## config.mk

```make
export PLATFORM = sky130hd
export DESIGN_NAME = gpio_ctrl_flat
export DESIGN_NICKNAME = d
export VERILOG_FILES = /design/src/rtl/gpio_ctrl_pkg.sv /design/src/rtl/gpio_ctrl_if.sv /design/src/rtl/gpio_sync.sv /design/src/rtl/gpio_ctrl.sv /design/src/flat_wrapper.sv
export SDC_FILE = /design/constraint.sdc
export NUM_CORES = 1
export LEC_CHECK = 0
export ABC_CLOCK_PERIOD_IN_PS = 1150
export BUFFER_PORTS_ARGS = -buffer_cell sky130_fd_sc_hd__buf_2
export CORE_MARGIN = 4
export CORE_UTILIZATION = 43
export DETAILED_ROUTE_END_ITERATION = 7
export MAX_ROUTING_LAYER = met4
export PLACE_DENSITY = 0.66
export SYNTH_ARGS = -nofsm -noshare
export SYNTH_HDL_FRONTEND = slang
export SYNTH_SLANG_ARGS = --single-unit
```

## constraint.sdc

```tcl
create_clock -name HCLK -period 1.15 [get_ports HCLK]
set_input_delay 0 -clock HCLK [delete_from_list [all_inputs] [get_ports HCLK]]
set_output_delay 0 -clock HCLK [all_outputs]
set_load 0.02 [all_outputs]
```

## src/rtl/gpio_ctrl_pkg.sv

```systemverilog
// rtl/gpio_ctrl_pkg.sv - shared constants for the GPIO controller
// Purpose: register word indices, default pin count and arm-counter terminal value.
// Ports: none (package).
package gpio_ctrl_pkg;

  localparam int GPIO_WIDTH = 16;

  localparam logic [3:0] ADDR_DATA  = 4'd0;
  localparam logic [3:0] ADDR_DIR   = 4'd1;
  localparam logic [3:0] ADDR_PU    = 4'd2;
  localparam logic [3:0] ADDR_PD    = 4'd3;
  localparam logic [3:0] ADDR_IM    = 4'd4;
  localparam logic [3:0] ADDR_ITYPE = 4'd5;
  localparam logic [3:0] ADDR_IPOL  = 4'd6;
  localparam logic [3:0] ADDR_IS    = 4'd7;
  localparam logic [3:0] ADDR_OUT   = 4'd8;

  // Event detection is enabled once the arm counter reaches this value.
  localparam logic [1:0] ARM_DONE = 2'd3;

endpackage

```

## src/rtl/gpio_ctrl_if.sv

```systemverilog
// rtl/gpio_ctrl_if.sv - single-cycle register strobe bus
// Purpose: groups the register access signals between bus glue and gpio_ctrl.
// Signals: reg_sel (access strobe), reg_wr (1 = write), reg_addr (word index),
//          reg_wdata (write data), reg_rdata (combinational read data).
// Modports: master drives the strobe/address/data, slave returns read data.
interface gpio_ctrl_if
  import gpio_ctrl_pkg::*;
#(
  parameter int WIDTH = GPIO_WIDTH
);
  logic             reg_sel;
  logic             reg_wr;
  logic [3:0]       reg_addr;
  logic [WIDTH-1:0] reg_wdata;
  logic [WIDTH-1:0] reg_rdata;

  modport master (output reg_sel, reg_wr, reg_addr, reg_wdata, input reg_rdata);
  modport slave  (input reg_sel, reg_wr, reg_addr, reg_wdata, output reg_rdata);
endinterface

```

## src/rtl/gpio_sync.sv

```systemverilog
// rtl/gpio_sync.sv - pad input synchronizer and per-pin event detector
// Purpose: s1/s2 synchronizer plus s3 history flop; flags edge or level events.
// Ports: i_clk, i_rst_n (async active-low), i_din (async pad input),
//        i_itype (1 = edge), i_ipol (1 = rising/high), o_sync (synchronized
//        input), o_event (per-pin event, not yet gated by arming).
module gpio_sync
  import gpio_ctrl_pkg::*;
#(
  parameter int WIDTH = GPIO_WIDTH
) (
  input  logic             i_clk,
  input  logic             i_rst_n,
  input  logic [WIDTH-1:0] i_din,
  input  logic [WIDTH-1:0] i_itype,
  input  logic [WIDTH-1:0] i_ipol,
  output logic [WIDTH-1:0] o_sync,
  output logic [WIDTH-1:0] o_event
);
  logic [WIDTH-1:0] r_s1;
  logic [WIDTH-1:0] r_s2;
  logic [WIDTH-1:0] r_s3;
  logic [WIDTH-1:0] w_match;
  logic [WIDTH-1:0] w_edge;

  always_ff @(posedge i_clk or negedge i_rst_n) begin
    if (!i_rst_n) begin
      r_s1 <= '0;
      r_s2 <= '0;
      r_s3 <= '0;
    end else begin
      r_s1 <= i_din;
      r_s2 <= r_s1;
      r_s3 <= r_s2;
    end
  end

  // Pin currently sits at the active polarity.
  assign w_match = ~(r_s2 ^ i_ipol);
  // An edge is a change that landed on the active polarity.
  assign w_edge  = (r_s2 ^ r_s3) & w_match;

  assign o_sync  = r_s2;
  assign o_event = (i_itype & w_edge) | (~i_itype & w_match);
endmodule

```

## src/rtl/gpio_ctrl.sv

```systemverilog
// rtl/gpio_ctrl.sv - register-mapped GPIO controller
// Purpose: output/direction/pull registers for the pad wrapper, synchronized
//          input readback and maskable per-pin interrupts.
// Ports: HCLK, HRESETn (async active-low), bus (register strobe slave),
//        gpio_din (async pad input), gpio_dout/gpio_dir/gpio_pu/gpio_pd
//        (pad controls), irq (OR of IS & IM).
module gpio_ctrl
  import gpio_ctrl_pkg::*;
#(
  parameter int WIDTH = GPIO_WIDTH
) (
  input  logic             HCLK,
  input  logic             HRESETn,
  gpio_ctrl_if.slave       bus,
  input  logic [WIDTH-1:0] gpio_din,
  output logic [WIDTH-1:0] gpio_dout,
  output logic [WIDTH-1:0] gpio_dir,
  output logic [WIDTH-1:0] gpio_pu,
  output logic [WIDTH-1:0] gpio_pd,
  output logic             irq
);
  logic [WIDTH-1:0] r_out;
  logic [WIDTH-1:0] r_dir;
  logic [WIDTH-1:0] r_pu;
  logic [WIDTH-1:0] r_pd;
  logic [WIDTH-1:0] r_im;
  logic [WIDTH-1:0] r_itype;
  logic [WIDTH-1:0] r_ipol;
  logic [WIDTH-1:0] r_is;
  logic [1:0]       r_arm;

  logic [WIDTH-1:0] w_sync;
  logic [WIDTH-1:0] w_event;
  logic [WIDTH-1:0] w_set;
  logic [WIDTH-1:0] w_clr;
  logic [WIDTH-1:0] w_rdata;
  logic             w_wr;
  logic             w_rd;

  gpio_sync #(.WIDTH(WIDTH)) u_sync (
    .i_clk   (HCLK),
    .i_rst_n (HRESETn),
    .i_din   (gpio_din),
    .i_itype (r_itype),
    .i_ipol  (r_ipol),
    .o_sync  (w_sync),
    .o_event (w_event)
  );

  assign w_wr = bus.reg_sel & bus.reg_wr;
  assign w_rd = bus.reg_sel & ~bus.reg_wr;

  // Events are ignored until the synchronizer has flushed its reset zeros.
  assign w_set = (r_arm == ARM_DONE) ? w_event : '0;
  assign w_clr = (w_wr && (bus.reg_addr == ADDR_IS)) ? bus.reg_wdata : '0;

  always_ff @(posedge HCLK or negedge HRESETn) begin
    if (!HRESETn) begin
      r_out   <= '0;
      r_dir   <= '0;
      r_pu    <= '0;
      r_pd    <= '0;
      r_im    <= '0;
      r_itype <= '0;
      r_ipol  <= '0;
      r_is    <= '0;
      r_arm   <= '0;
    end else begin
      if (r_arm != ARM_DONE) begin
        r_arm <= r_arm + 2'd1;
      end
      if (w_wr) begin
        case (bus.reg_addr)
          ADDR_DATA:  r_out   <= bus.reg_wdata;
          ADDR_DIR:   r_dir   <= bus.reg_wdata;
          ADDR_PU:    r_pu    <= bus.reg_wdata;
          ADDR_PD:    r_pd    <= bus.reg_wdata;
          ADDR_IM:    r_im    <= bus.reg_wdata;
          ADDR_ITYPE: r_itype <= bus.reg_wdata;
          ADDR_IPOL:  r_ipol  <= bus.reg_wdata;
          default:    ;
        endcase
      end
      // Set is applied after clear so a simultaneous event wins.
      r_is <= (r_is & ~w_clr) | w_set;
    end
  end

  always_comb begin
    w_rdata = '0;
    case (bus.reg_addr)
      ADDR_DATA:  w_rdata = w_sync;
      ADDR_DIR:   w_rdata = r_dir;
      ADDR_PU:    w_rdata = r_pu;
      ADDR_PD:    w_rdata = r_pd;
      ADDR_IM:    w_rdata = r_im;
      ADDR_ITYPE: w_rdata = r_itype;
      ADDR_IPOL:  w_rdata = r_ipol;
      ADDR_IS:    w_rdata = r_is;
      ADDR_OUT:   w_rdata = r_out;
      default:    w_rdata = '0;
    endcase
  end

  assign bus.reg_rdata = w_rd ? w_rdata : '0;

  assign gpio_dout = r_out;
  assign gpio_dir  = r_dir;
  assign gpio_pu   = r_pu;
  assign gpio_pd   = r_pd & ~r_pu;
  assign irq       = |(r_is & r_im);
endmodule

```

## src/flat_wrapper.sv

```systemverilog
// flat-port wrapper written by rule: the top's interface ports become plain ports
module gpio_ctrl_flat import gpio_ctrl_pkg::*;
#(
  parameter int WIDTH = GPIO_WIDTH
)
  (HCLK, HRESETn, gpio_din, gpio_dout, gpio_dir, gpio_pu, gpio_pd, irq, bus_reg_sel, bus_reg_wr, bus_reg_addr, bus_reg_wdata, bus_reg_rdata);
  gpio_ctrl_if #(.WIDTH(WIDTH)) bus_i ();
  input  logic HCLK;
  input  logic HRESETn;
  input  logic [WIDTH-1:0] gpio_din;
  output logic [WIDTH-1:0] gpio_dout;
  output logic [WIDTH-1:0] gpio_dir;
  output logic [WIDTH-1:0] gpio_pu;
  output logic [WIDTH-1:0] gpio_pd;
  output logic irq;
  input wire logic [$bits(bus_i.reg_sel)-1:0] bus_reg_sel;
  input wire logic [$bits(bus_i.reg_wr)-1:0] bus_reg_wr;
  input wire logic [$bits(bus_i.reg_addr)-1:0] bus_reg_addr;
  input wire logic [$bits(bus_i.reg_wdata)-1:0] bus_reg_wdata;
  output wire logic [$bits(bus_i.reg_rdata)-1:0] bus_reg_rdata;
  assign bus_i.reg_sel = bus_reg_sel;
  assign bus_i.reg_wr = bus_reg_wr;
  assign bus_i.reg_addr = bus_reg_addr;
  assign bus_i.reg_wdata = bus_reg_wdata;
  assign bus_reg_rdata = bus_i.reg_rdata;
  gpio_ctrl #(.WIDTH(WIDTH)) u_core (.HCLK(HCLK), .HRESETn(HRESETn), .bus(bus_i), .gpio_din(gpio_din), .gpio_dout(gpio_dout), .gpio_dir(gpio_dir), .gpio_pu(gpio_pu), .gpio_pd(gpio_pd), .irq(irq));
endmodule
```

== Word level (Yosys, flattened, before mapping) ==
Index checks and enable logic that the tools add are counted.

* $add $sub $neg: 1
* Equality and inequality tests: 10
* Bitwise gates (word level): 17
* Reduce and logical (&&, ||, !) cells: 10
* Multiplexer cells: 4

{| class="wikitable"
|+ Operators by type and width
! operator !! count
|-
| $pmux 16 s9 || 1
|-
| $and 16x16->16 || 6
|-
| $not 16->16 || 4
|-
| $mux 16 || 3
|-
| $or 16x16->16 || 2
|-
| $xor 16x16->16 || 2
|-
| $eq 4x3->1 const B || 4
|-
| $reduce_or 16->1 || 1
|-
| $reduce_and 2->1 || 7
|-
| $eq 4x2->1 const B || 2
|-
| $eq 4x1->1 const B || 1
|-
| $eq 4x4->1 const B || 1
|-
| $logic_not 4->1 || 1
|-
| $add 2x1->2 const B || 1
|-
| $and 1x1->1 || 2
|-
| $eq 2x2->1 const B || 1
|-
| $ne 2x2->1 const B || 1
|-
| $logic_and 1x1->1 || 1
|-
| $not 1->1 || 1
|}

* Bits in registers: 178
* Output and inout port bits: 81
* Logic and storage cells: 54
* Input bits: 40

== Logic depth before layout (Yosys ltp) ==
Gate-level depths: netlist of run 1.

* Depth after elaboration: 7
* Depth in mapped cells: 7
* Gate-level depth less buffers: 4

== Hierarchy ==
Synthesis of run 1 repeated with hierarchy kept, for this count alone.

* Cell total of the unflattened synthesis: 628
* Area total of the unflattened synthesis: 8184.1 um^2

{| class="wikitable"
|+ Modules (own cells, without submodules)
! module !! cells each !! times used !! area each (um^2)
|-
| gpio_ctrl || 517 || 1 || 6566.3
|-
| gpio_sync || 111 || 1 || 1617.8
|}

== Least setup slack after synthesis of run 1 ==
No wires, ideal clock.

* Path kind: input to output
* Start: in bus_reg_addr[0]
* End: out bus_reg_rdata[2]
* Buffers on the path: 3
* Data arrival time: 1.493 ns
* Data required time: 1.150 ns
* Stages: 7
* Path slack: -0.343 ns
* Path through: buf_2 > or3_1 > clkbuf_1 > nor2_1 > buf_4 > a222oi_1 > a31oi_1

* Longest elaborated chain between the ends: 3

{| class="wikitable"
|+ RTL lines
! what !! RTL line !! source
|-
| start, declared || flat_wrapper.sv:18 || <nowiki>input wire logic [$bits(bus_i.reg_addr)-1:0] bus_reg_addr;</nowiki>
|-
| $eq 4x4->1 (tied with other cells) || gpio_ctrl.sv:91 || <nowiki>case (bus.reg_addr)</nowiki>
|-
| $pmux 16 s9 * || gpio_ctrl.sv:91 ||
|-
| $mux 16 * || gpio_ctrl.sv:105 || <nowiki>assign bus.reg_rdata = w_rd ? w_rdata : '0;</nowiki>
|-
| end, declared || flat_wrapper.sv:20 || <nowiki>output wire logic [$bits(bus_i.reg_rdata)-1:0] bus_reg_rdata;</nowiki>
|}

Every way passes the cells marked *; elsewhere a longest branch is shown, timed or not.

== Worst setup path in the final report of run 1 ==
* Start: reg u_core.r_itype[8]
* End: out bus_reg_rdata[8]

* Longest elaborated chain between the ends: 2

{| class="wikitable"
|+ RTL lines
! what !! RTL line !! source
|-
| start, declared || gpio_ctrl.sv:27 || <nowiki>logic [WIDTH-1:0] r_itype;</nowiki>
|-
| start signal, assigned || gpio_ctrl.sv:79 || <nowiki>ADDR_ITYPE: r_itype <= bus.reg_wdata;</nowiki>
|-
| $pmux 16 s9 || gpio_ctrl.sv:91 ||
|-
| $mux 16 || gpio_ctrl.sv:105 ||
|}

Every way passes these cells.

==> results by group, run 1 <==
Timing
  – Max_slew headroom: 0.652
  – Max Clk Rate: 548 MHz
  – Worst Skew: 0.0142 ns
  – Final setup viols: 32
  – Setup WS post-layout: -0.676 ns
  – Worst Max-Slew Pin Slew: 0.522 ns
  – Final worst path period share: 1.59
  – Final Max Tran Viols: 0
  – Final Hold Fails: 0
  – Unrepaired setup endpoints after global routing: yes
  – Post-layout min period: 1.83 ns

Yosys
  – Post-Synthesis Cells: 599
  – Most common cell in the synthesized netlist: dfrtp_1
  – Ys Warns: 0
  – Synth cell count leaders: dfrtp_1 (178), mux2_2 (113), nand2_1 (40)
  – Top_reg_cell synth: dfrtp_1
  – Synth top area cells: dfrtp_1 (56%), mux2_2 (16%), xnor2_1 (3.4%), mux2i_1 (2.1%), a32o_1 (1.9%)
  – Syn Nets: 640
  – Syn_area_per_cell: 13.3 µm²
  – Dominant cell type by area after synthesis: dfrtp_1
  – Asr flop ratio synth: 1.00
  – Share of the synthesized area in the top cell type: 0.561
  – Library cells used by synthesis: 46
  – Seq cells post-synth: 178
  – Cell Area, Synth: 7940 µm²
  – Sequential share of the synthesized area: 0.561
  – Number of synthesized flops with an enable pin: 0

Routing
  – # DRC: 0
  – Drt total wl: 26,000 µm
  – DRT iter0 DRCs: 556
  – Vias: 6,499
  – Routed vias/inst: 5.55
  – TritonRoute pass-1 iters: 5
  – Final ANT Viol Nets: 0
  – Routed len/inst: 22.2 µm

Worst setup path
  – Worst R2R Start: u_core.r_arm[1]
  – Crit path kind: reg -> out
  – WP data arrival: 1.83 ns
  – Max incr delay on CP: 0.41 ns
  – Crit path buffers/inverters: 1
  – Required @ worst endpoint: 1.15 ns
  – Crit path max-delay family: compound AO/OA/AOI/OAI gates
  – Kind of start point of the critical path: flop
  – Setup crit end kind: output port
  – RR Endpoint: u_core.r_is[4]
  – Slowest cell on the critical path: a222oi_1
  – CP max FO: 2
  – Reg-to-reg slack, setup: 0 ns
  – Crit-path cells: mux2_4, a222oi_1, a31oi_2, buf_4
  – Reg2reg path depth: 3

Placement
  – IO Port Bufs: 120
  – DPL Wire Length: 18,200 µm
  – Placer Congestion: 0.901
  – Post-Place Setup Slack: -0.426 ns

Die
  – Die area: 20,700 µm²
  – Die Y: 144 µm
  – Die Wd: 144 µm
  – FP Rows: 49
  – Initial Util: 0.439
  – Core area: 18,100 µm²
  – I/O Pins: 121

Pwr
  – Peak VDD IR: 1.08 mV
  – Power Density: 1560 nW/µm²
  – Power Total: 0.0188 W
  – LEAKAGE: 5.53 nW

Final layout
  – Ratio of cells with drive above 1 in the final layout: 0.572
  – Final #Nets: 969
  – Area growth syn-to-layout: 52.1%

GRT
  – Initial antenna violation count: 1
  – First-pass GRT wire length: 39,600 µm
  – Total global-route track usage: 0.261
  – Pin count of the biggest net entering global routing: 83
  – Global route total overflow: 0
  – Vias in the first global route: 6,939

Clocking
  – Htree depth: 4
  – CTS tree: built
  – CTS root buffer: clkbuf_16
  – Clk sinks: 178
  – TritonCTS buffer count: 17
  – Clk_lat worst skew: 0.44 ns
  – Clock-pin slew on the worst setup and hold paths: 0.08 ns
  – Clock buffer depth: 2

Outcome
  – Failing checks: negative setup slack
  – Outcome: complete, but fails checks

Job
  – Max-cap violations: 0

Hold path
  – Worst min path class: in -> async
[where the power goes]
part           leakage (nW)  total [W]  switching (W)  internal [W]
sequential             2.15    0.00790       0.000778       0.00712
clock                 0.270    0.00572        0.00266       0.00306
combinational          3.12    0.00520        0.00226       0.00295
[flip-flops by register name, indices dropped and copies added (netlist names)]
name / flops
u_core.r_ipol: 16
u_core.u_sync.o_sync: 16
u_core.r_itype: 16
u_core.u_sync.r_s1: 16
u_core.u_sync.r_s3: 16
u_core.r_pd: 16
u_core.gpio_dout: 16
u_core.r_im: 16
u_core.gpio_dir: 16
u_core.r_arm: 2
u_core.gpio_pu: 16
u_core.r_is: 16
[worst max path at each step]
stage | startpoint | endpoint | slack [ns] | cells past startpoint
floorplan | bus_reg_addr[0] | bus_reg_rdata[11] | -0.22 | 7
global placement | bus_reg_addr[2] | bus_reg_rdata[8] | -0.37 | 7
detailed placement | bus_reg_addr[2] | bus_reg_rdata[14] | -0.43 | 8
CTS | u_core.r_itype[8] | bus_reg_rdata[8] | -0.69 | 4
global route | u_core.gpio_dir[2] | bus_reg_rdata[2] | -0.74 | 4
finish | u_core.r_itype[8] | bus_reg_rdata[8] | -0.68 | 4
[layout by cell type, fill, tap and decap left out, drive strengths merged, types with 3 or more instances in the layout]
cell type and instances:
buf 309, dfrtp 178, mux2 123, nand2 41, dlygate4sd3 34, xnor2 31, nor2b 21, clkbuf 18
mux2i 17, nor2 16, a21oi 16, a32o 15, a22o 14, nor3 14, a221oi 13, a222oi 12
nand3b 10, a31oi 10, inv 8, clkinv 5, clkinvlp 4, nand2b 4, a211oi 3
[area by class of cell]
type	count	area [µm²]
Clock inverter	14	128
Clock buffer	18	439
Inverter	4	15.0
Multi-Input combinational cell	384	3970
Fill cell	1295	6010
Timing Repair Buffer	343	2780
Tap cell	229	287
Sequential cell	178	4460
Antenna cell	1	2.50
[cells by family after synthesis]
group | count (synthesis) | synth area share
and+or+nand+nor | 117 | 0.0821
buffers and inverters | 37 | 0.0246
AOI/OAI and AO/OA | 95 | 0.0960
adders and majority gates | 1 | 0.00158
xor gates and xnor gates | 31 | 0.0342
muxes | 140 | 0.201
DFF | 178 | 0.561
[routing by layer]
layer | GRT usage | routed length (µm) | vias to the layer above
met4 | 0.0788 | 551 | 0
li1 | - | - | 2871
met3 | 0.0506 | 1350 | 40
met2 | 0.409 | 12800 | 218
met1 | 0.346 | 11300 | 3370
met5 | - | 0 | -
[per-stage QoR]
step	area, µm²	hold slack [ns]	TNS (ns)	utilization	cells
finish	12100	0.104	-10.24	0.668	1171
floorplan	8400	-0.296	-16.66	-	599
global placement	10400	-0.195	-40.67	0.575	1091
CTS	11700	0.109	-10.67	0.647	1166
detailed placement	10400	-0.194	-43.30	0.575	1091
global route	12100	0.141	-12.09	0.668	1171
[worst min-delay path, delay by kind of cell]
kind | cells | cell delay, ns
buffers and inverters | 3 | 0.92
[repair_timing]
item / 4_1_cts / 5_1_grt
pin swaps: 34 / 26
buffers inserted: 15 / 17
gates resized for setup: 92 / 82
endpoints found under the hold margin: 322 / 0
endpoints found under the setup margin: 39 / 60
hold buffers: 34 / 0
Note: power is estimated with default switching activity, not from simulation.
==> inputs of run 2 (changes only) <==
--- a/config.mk
+++ b/config.mk
@@ -8,10 +8,10 @@
 export ABC_CLOCK_PERIOD_IN_PS = 1150
 export BUFFER_PORTS_ARGS = -buffer_cell sky130_fd_sc_hd__buf_2
 export CORE_MARGIN = 4
-export CORE_UTILIZATION = 43
+export CORE_UTILIZATION = 50
 export DETAILED_ROUTE_END_ITERATION = 7
 export MAX_ROUTING_LAYER = met4
-export PLACE_DENSITY = 0.66
+export PLACE_DENSITY = 0.74
 export SYNTH_ARGS = -nofsm -noshare
 export SYNTH_HDL_FRONTEND = slang
 export SYNTH_SLANG_ARGS = --single-unit
==> run 2 against run 1 <==
  * The flow still finishes with violations (negative setup slack)
  * Non-clock buffer count shrank 2
  * Worst hold slack lost 0.045 ns
  * Critical endpoint is now bus_reg_rdata[14]
  * Combinational power rose by 0.8%
  * Global-route usage up 4.3 points
  * Clock-buffer cell count grew 2
  * Sequential cell count did not move
  * Clock skew fell by 0.0033 ns
  * Utilization is 12 points higher
==> results by group, run 2 (same netlist as run 1, synthesis figures left out) <==
Outcome
  – Outcome: complete, but fails checks (unchanged)
  – Failing checks: negative setup slack (unchanged)

Die
  – FP Rows: 45 (was 49)
  – Initial Util: 0.517 (was 0.439)
  – Die Y: 134 µm (was 144 µm)
  – Die Wd: 134 µm (was 144 µm)
  – I/O Pins: 121 (unchanged)
  – Die area: 18,000 µm² (was 20,700 µm²)
  – Core area: 15,400 µm² (was 18,100 µm²)

Worst setup path
  – Setup crit end kind: output port (unchanged)
  – WP data arrival: 1.82 ns (was 1.83 ns)
  – Required @ worst endpoint: 1.15 ns (about the same)
  – Worst Setup SP: u_core.r_ipol[14] (was u_core.r_itype[8])
  – Kind of start point of the critical path: flop (unchanged)
  – Reg-to-reg slack, setup: 0 ns (about the same)
  – Worst R2R Start: u_core.r_arm[0] (was u_core.r_arm[1])
  – CP max FO: 2 (unchanged)
  – Crit path kind: reg -> out (unchanged)

Clocking
  – Clk sinks: 178 (unchanged)
  – CTS root buffer: clkbuf_16 (unchanged)
  – Htree depth: 4 (unchanged)
  – TritonCTS buffer count: 17 (unchanged)
  – Clock buffer depth: 2 (unchanged)
  – Clk_lat worst skew: 0.44 ns (about the same)
  – Clock-pin slew on the worst setup and hold paths: 0.07 ns (was 0.08 ns)
  – CTS tree: built (unchanged)

Hold path
  – Worst min path class: in -> async (unchanged)

Final layout
  – Ratio of cells with drive above 1 in the final layout: 0.570 (was 0.572)
  – Final #Nets: 967 (was 969)
  – Area growth syn-to-layout: 52.9% (was 52.1%)
  – Leading cell types in the layout, fill and taps excluded: dfrtp_1 (177), buf_4 (155), buf_2 (79) (was dfrtp_1 (175), buf_4 (173), buf_2 (71))
  – Fillers: 834 (was 1,295)
  – Commonest non-fill, non-tap cell in the layout: dfrtp_1 (unchanged)
  – Final instance area: 12,100 µm² (about the same)

Routing
  – Routed len/inst: 23.2 µm (was 22.2 µm)
  – Routed vias/inst: 5.80 (was 5.55)
  – Drt total wl: 26,700 µm (was 26,000 µm)
  – DRT iter0 DRCs: 727 (was 556)
  – Final ANT Viol Nets: 0 (unchanged)
  – # DRC: 0 (unchanged)
  – TritonRoute pass-1 iters: 8 (was 5)
  – Vias: 6,676 (was 6,499)

GRT
  – Global route total overflow: 0 (unchanged)
  – Pin count of the biggest net entering global routing: 40 (was 83)
  – Initial antenna violation count: 1 (unchanged)
  – Total global-route track usage: 0.304 (was 0.261)
  – First-pass GRT wire length: 40,500 µm (was 39,600 µm)
  – Vias in the first global route: 7,112 (was 6,939)

Timing
  – Worst Skew: 0.0109 ns (was 0.0142 ns)
  – Final setup viols: 35 (was 32)
  – Unrepaired setup endpoints after global routing: yes (unchanged)
  – Final Hold Fails: 0 (unchanged)
  – Worst Max-Slew Pin Slew: 0.510 ns (was 0.522 ns)
  – Fin Setup TNS: -10.57 ns (was -10.24 ns)
  – Post-layout min period: 1.82 ns (was 1.83 ns)
  – Setup WS post-layout: -0.674 ns (was -0.676 ns)
  – Final Max Tran Viols: 0 (unchanged)
  – Final worst path period share: 1.59 (about the same)
  – Max_slew headroom: 0.660 (was 0.652)
  – Max Clk Rate: 548 MHz (about the same)

Placement
  – Placer Congestion: 0.885 (was 0.901)
  – IO Port Bufs: 120 (unchanged)
  – DPL Wire Length: 17,700 µm (was 18,200 µm)
  – DP Area: 10,400 µm² (about the same)

Job
  – Max-cap violations: 0 (unchanged)

Pwr
  – Power Density: 1600 nW/µm² (was 1560 nW/µm²)
  – Peak VDD IR: 1.21 mV (was 1.08 mV)
  – LEAKAGE: 5.56 nW (was 5.53 nW)
## run 2: cell count changes in the layout (fill, tap and decap cells not counted), sizes merged
cell         change
dlygate4sd3      -1
clkbuf           +2
clkinv           -2
inv              -3
buf              -1
bufinv           +3
## run 2: cell type report
| class | instances | area [µm²] | share of cell area |
|---|---|---|---|
| flip-flops and latches | 178 | 4460 | 0.367 |
| multi-input cells | 384 | 3960 | 0.326 |
| repair buffers | 341 | 2810 | 0.232 |
| clock buffers | 20 | 447 | 0.0368 |
| well taps | 211 | 264 | 0.0217 |
| clock inverters | 12 | 181 | 0.0149 |
| inverters | 4 | 15.0 | 0.00124 |
| diodes | 1 | 2.50 | 0.000206 |
## run 2: repair_timing
| item | 4_1_cts | 5_1_grt |
|---|---|---|
| endpoints found under the hold margin | 322 | 0 |
| setup endpoints to repair | 35 | 57 |
| buffers inserted | 17 | 18 |
| pin swaps | 30 | 23 |
| hold buffers | 33 | 0 |
| resized for setup | 86 | 88 |
## run 2: per-stage QoR
| step | instances | hold WS [ns] | setup slack [ns] | util | total power (W) |
|---|---|---|---|---|---|
| floorplan | 599 | -0.296 | -0.224 | - | 0.0102 |
| global placement | 1067 | -0.0403 | -0.522 | 0.675 | 0.0121 |
| detailed placement | 1067 | -0.0452 | -0.494 | 0.675 | 0.0122 |
| CTS | 1143 | 0.0692 | -0.678 | 0.763 | 0.0189 |
| global route | 1151 | 0.0892 | -0.763 | 0.790 | 0.0201 |
| finish | 1151 | 0.0590 | -0.674 | 0.790 | 0.0194 |
## run 2: worst max-delay path, cell delays in order, from the launching register on
cell,delay [ns]
dfrtp_1,0.40
mux2i_1,0.21
nor3_2,0.09
a221oi_2,0.26
buf_4,0.18
a31oi_4,0.08
buf_6,0.15
## run 2: worst paths after layout
path,end,cells after the start
setup reg to reg,u_core.r_is[12],3
hold / removal,u_core.r_itype[12],2
setup / recovery,bus_reg_rdata[14],6
min in group HCLK,u_core.u_sync.r_s1[12],2
max in group asynchronous,u_core.gpio_pu[10],3
hold reg to reg,u_core.u_sync.o_sync[1],0
## run 2: power by group
group	total [W]	switching, W	internal (W)
combinational	0.00524	0.00232	0.00292
clock	0.00624	0.00253	0.00370
sequential	0.00792	0.000789	0.00713
## run 2: routing by layer
layer / share of wire / track usage / vias to the layer above
met5: 0 / - / -
met3: 0.063 / 0.0604 / 61
met4: 0.025 / 0.102 / 0
met1: 0.42 / 0.396 / 3415
met2: 0.49 / 0.482 / 320
li1: - / - / 2880
==> inputs of run 3 (changes only) <==
--- a/config.mk
+++ b/config.mk
@@ -7,6 +7,7 @@
 export LEC_CHECK = 0
 export ABC_CLOCK_PERIOD_IN_PS = 1150
 export BUFFER_PORTS_ARGS = -buffer_cell sky130_fd_sc_hd__buf_2
+export CORE_ASPECT_RATIO = 1.2
 export CORE_MARGIN = 4
 export CORE_UTILIZATION = 50
 export DETAILED_ROUTE_END_ITERATION = 7
==> run 3 against run 2 <==
  * The flow still finishes with violations (negative setup slack)
  * Critical path type unchanged
  * Non-clock buffer count decreased by 16
  * Cell area decreased by 2.0%
  * Clock-buffer cell count increased by 1
  * Final cell count decreased by 1.9%
  * Largest power group unchanged
  * Clock skew decreased by 0.0052 ns
  * Sequential power about the same
  * First-iteration DRC count decreased by 12%
  * Register-to-register slack got worse by 0.04 ns
==> results by group, run 3 (same netlist as run 1, synthesis figures left out) <==
Die
  – FP Rows: 50 (was 45)
  – Initial Util: 0.510 (was 0.517)
  – Die Wd: 123 µm (was 134 µm)
  – I/O Pins: 121 (unchanged)
  – Die area: 18,000 µm² (about the same)
  – Die Y: 146 µm (was 134 µm)
  – Core area: 15,600 µm² (was 15,400 µm²)

Clocking
  – TritonCTS buffer count: 17 (unchanged)
  – CTS tree: built (unchanged)
  – Clock buffer depth: 2 (unchanged)
  – Clk_lat worst skew: 0.44 ns (about the same)
  – Htree depth: 4 (unchanged)
  – Clock-pin slew on the worst setup and hold paths: 0.06 ns (was 0.07 ns)
  – Clk sinks: 178 (unchanged)
  – CTS root buffer: clkbuf_16 (unchanged)

Worst setup path
  – Crit path max-delay family: compound AO/OA/AOI/OAI gates (was flip-flops)
  – Required @ worst endpoint: 1.15 ns (about the same)
  – Max incr delay on CP: 0.47 ns (was 0.40 ns)
  – Slowest cell on the critical path: a222oi_1 (was dfrtp_1)
  – Crit path kind: reg -> out (unchanged)
  – WP data arrival: 1.88 ns (was 1.82 ns)
  – Crit path buffers/inverters: 1 (was 2)
  – Kind of start point of the critical path: flop (unchanged)
  – Crit-path cells: mux2_2, a222oi_1, a21oi_4, buf_6 (was mux2i_1, nor3_2, a221oi_2, buf_4, a31oi_4, buf_6)
  – Setup crit end kind: output port (unchanged)
  – CP max FO: 2 (unchanged)

Routing
  – # DRC: 0 (unchanged)
  – Drt total wl: 25,800 µm (was 26,700 µm)
  – Final ANT Viol Nets: 0 (unchanged)
  – Vias: 6,656 (was 6,676)
  – Routed len/inst: 22.8 µm (was 23.2 µm)
  – Met2 wire len: 12,900 µm (was 13,200 µm)
  – M1 wire length: 10,300 µm (was 11,100 µm)
  – DRT iter0 DRCs: 639 (was 727)
  – DR WL met3: 1540 µm (was 1690 µm)
  – Top layer reached by signal wires: met4 (unchanged)
  – Routed vias/inst: 5.90 (was 5.80)
  – TritonRoute pass-1 iters: 5 (was 8)

GRT
  – Vias in the first global route: 7,019 (was 7,112)
  – First-pass GRT wire length: 38,900 µm (was 40,500 µm)
  – Pin count of the biggest net entering global routing: 43 (was 40)
  – Total global-route track usage: 0.294 (was 0.304)
  – Global route total overflow: 0 (unchanged)
  – Initial antenna violation count: 0 (was 1)

Timing
  – Max Clk Rate: 531 MHz (was 548 MHz)
  – Worst Max-Slew Pin Slew: 0.568 ns (was 0.510 ns)
  – Worst Skew: 0.00571 ns (was 0.0109 ns)
  – Unrepaired setup endpoints after global routing: yes (unchanged)
  – Final Hold Fails: 0 (unchanged)
  – Final setup viols: 32 (was 35)
  – Final Max Tran Viols: 0 (unchanged)
  – Final worst path period share: 1.64 (was 1.59)
  – Max_slew headroom: 0.621 (was 0.660)
  – Post-layout min period: 1.88 ns (was 1.82 ns)
  – Setup WS post-layout: -0.732 ns (was -0.674 ns)

Final layout
  – Final instance area: 11,900 µm² (was 12,100 µm²)
  – Register area: 4460 µm² (unchanged)
  – Diode count: 0 (was 1)
  – Leading cell types in the layout, fill and taps excluded: dfrtp_1 (177), buf_4 (150), buf_2 (80) (was dfrtp_1 (177), buf_4 (155), buf_2 (79))
  – Ratio of cells with drive above 1 in the final layout: 0.552 (was 0.570)
  – Multi-input gate area: 3900 µm² (was 3960 µm²)
  – Final #Nets: 951 (was 967)
  – Commonest non-fill, non-tap cell in the layout: dfrtp_1 (unchanged)
  – Area growth syn-to-layout: 49.9% (was 52.9%)
  – Fillers: 892 (was 834)

Placement
  – Placer Congestion: 0.929 (was 0.885)
  – IO Port Bufs: 120 (unchanged)
  – DP Area: 10,300 µm² (was 10,400 µm²)
  – DPL Wire Length: 17,000 µm (was 17,700 µm)

Pwr
  – LEAKAGE: 5.46 nW (was 5.56 nW)
  – Power Total: 0.0191 W (was 0.0194 W)
  – Peak VDD IR: 1.06 mV (was 1.21 mV)
  – Power Density: 1610 nW/µm² (was 1600 nW/µm²)

Outcome
  – Outcome: complete, but fails checks (unchanged)
  – Failing checks: negative setup slack (unchanged)

Hold path
  – Worst min path class: in -> async (unchanged)

Job
  – Max-cap violations: 0 (unchanged)
## run 3: final cells by class
type | count | share of cell area
Clock buffer | 21 | 0.0395
Inverter | 4 | 0.00126
Sequential cell | 178 | 0.374
Timing Repair Buffer | 325 | 0.222
Tap cell | 208 | 0.0219
Clock inverter | 9 | 0.0130
Multi-Input combinational cell | 384 | 0.328
## run 3: power by group
| part | total, W | internal [W] | switching, W | leakage (nW) |
|---|---|---|---|---|
| Combinational | 0.00507 | 0.00281 | 0.00226 | 3.01 |
| Clock | 0.00618 | 0.00378 | 0.00240 | 0.305 |
| Sequential | 0.00790 | 0.00713 | 0.000772 | 2.15 |
## run 3: worst paths after layout
kind / startpoint / end / slack, ns / depth (start not counted)
min in group HCLK: gpio_din[2] / u_core.u_sync.r_s1[2] / 0.20 / 2
max in group asynchronous: HRESETn / u_core.r_im[5] / 0.57 / 3
setup reg to reg: u_core.u_sync.o_sync[0] / u_core.r_is[0] / -0.04 / 4
setup / recovery: u_core.u_sync.o_sync[1] / bus_reg_rdata[1] / -0.73 / 4
hold / removal: HRESETn / u_core.u_sync.o_sync[7] / 0.03 / 2
hold reg to reg: u_core.u_sync.r_s1[1] / u_core.u_sync.o_sync[1] / 0.35 / 0
## run 3: per-layer routing
| metal | GRT usage | vias to the layer above |
|---|---|---|
| li1 | - | 2832 |
| met1 | 0.364 | 3426 |
| met2 | 0.470 | 316 |
| met3 | 0.0639 | 82 |
| met4 | 0.119 | 0 |
| met5 | - | - |
## run 3: repair_timing
item,in CTS,in global routing
setup buffers,11,13
hold buffers,33,0
pin swaps,26,18
gates resized for setup,80,58
endpoints found under the hold margin,322,0
cloned,0,0
setup endpoints to repair,34,60
## run 3: stage by stage
stage	utilization	instances	setup TNS [ns]	worst slack (ns)	hold WS, ns
after floorplan	-	599	-16.66	-0.224	-0.296
after global placement	0.662	1055	-44.21	-0.435	-0.0816
after detailed placement	0.662	1055	-46.63	-0.437	-0.0767
after CTS	0.746	1124	-10.33	-0.689	0.0354
after global routing	0.764	1129	-12.40	-0.805	0.0439
final	0.764	1129	-10.44	-0.732	0.0269
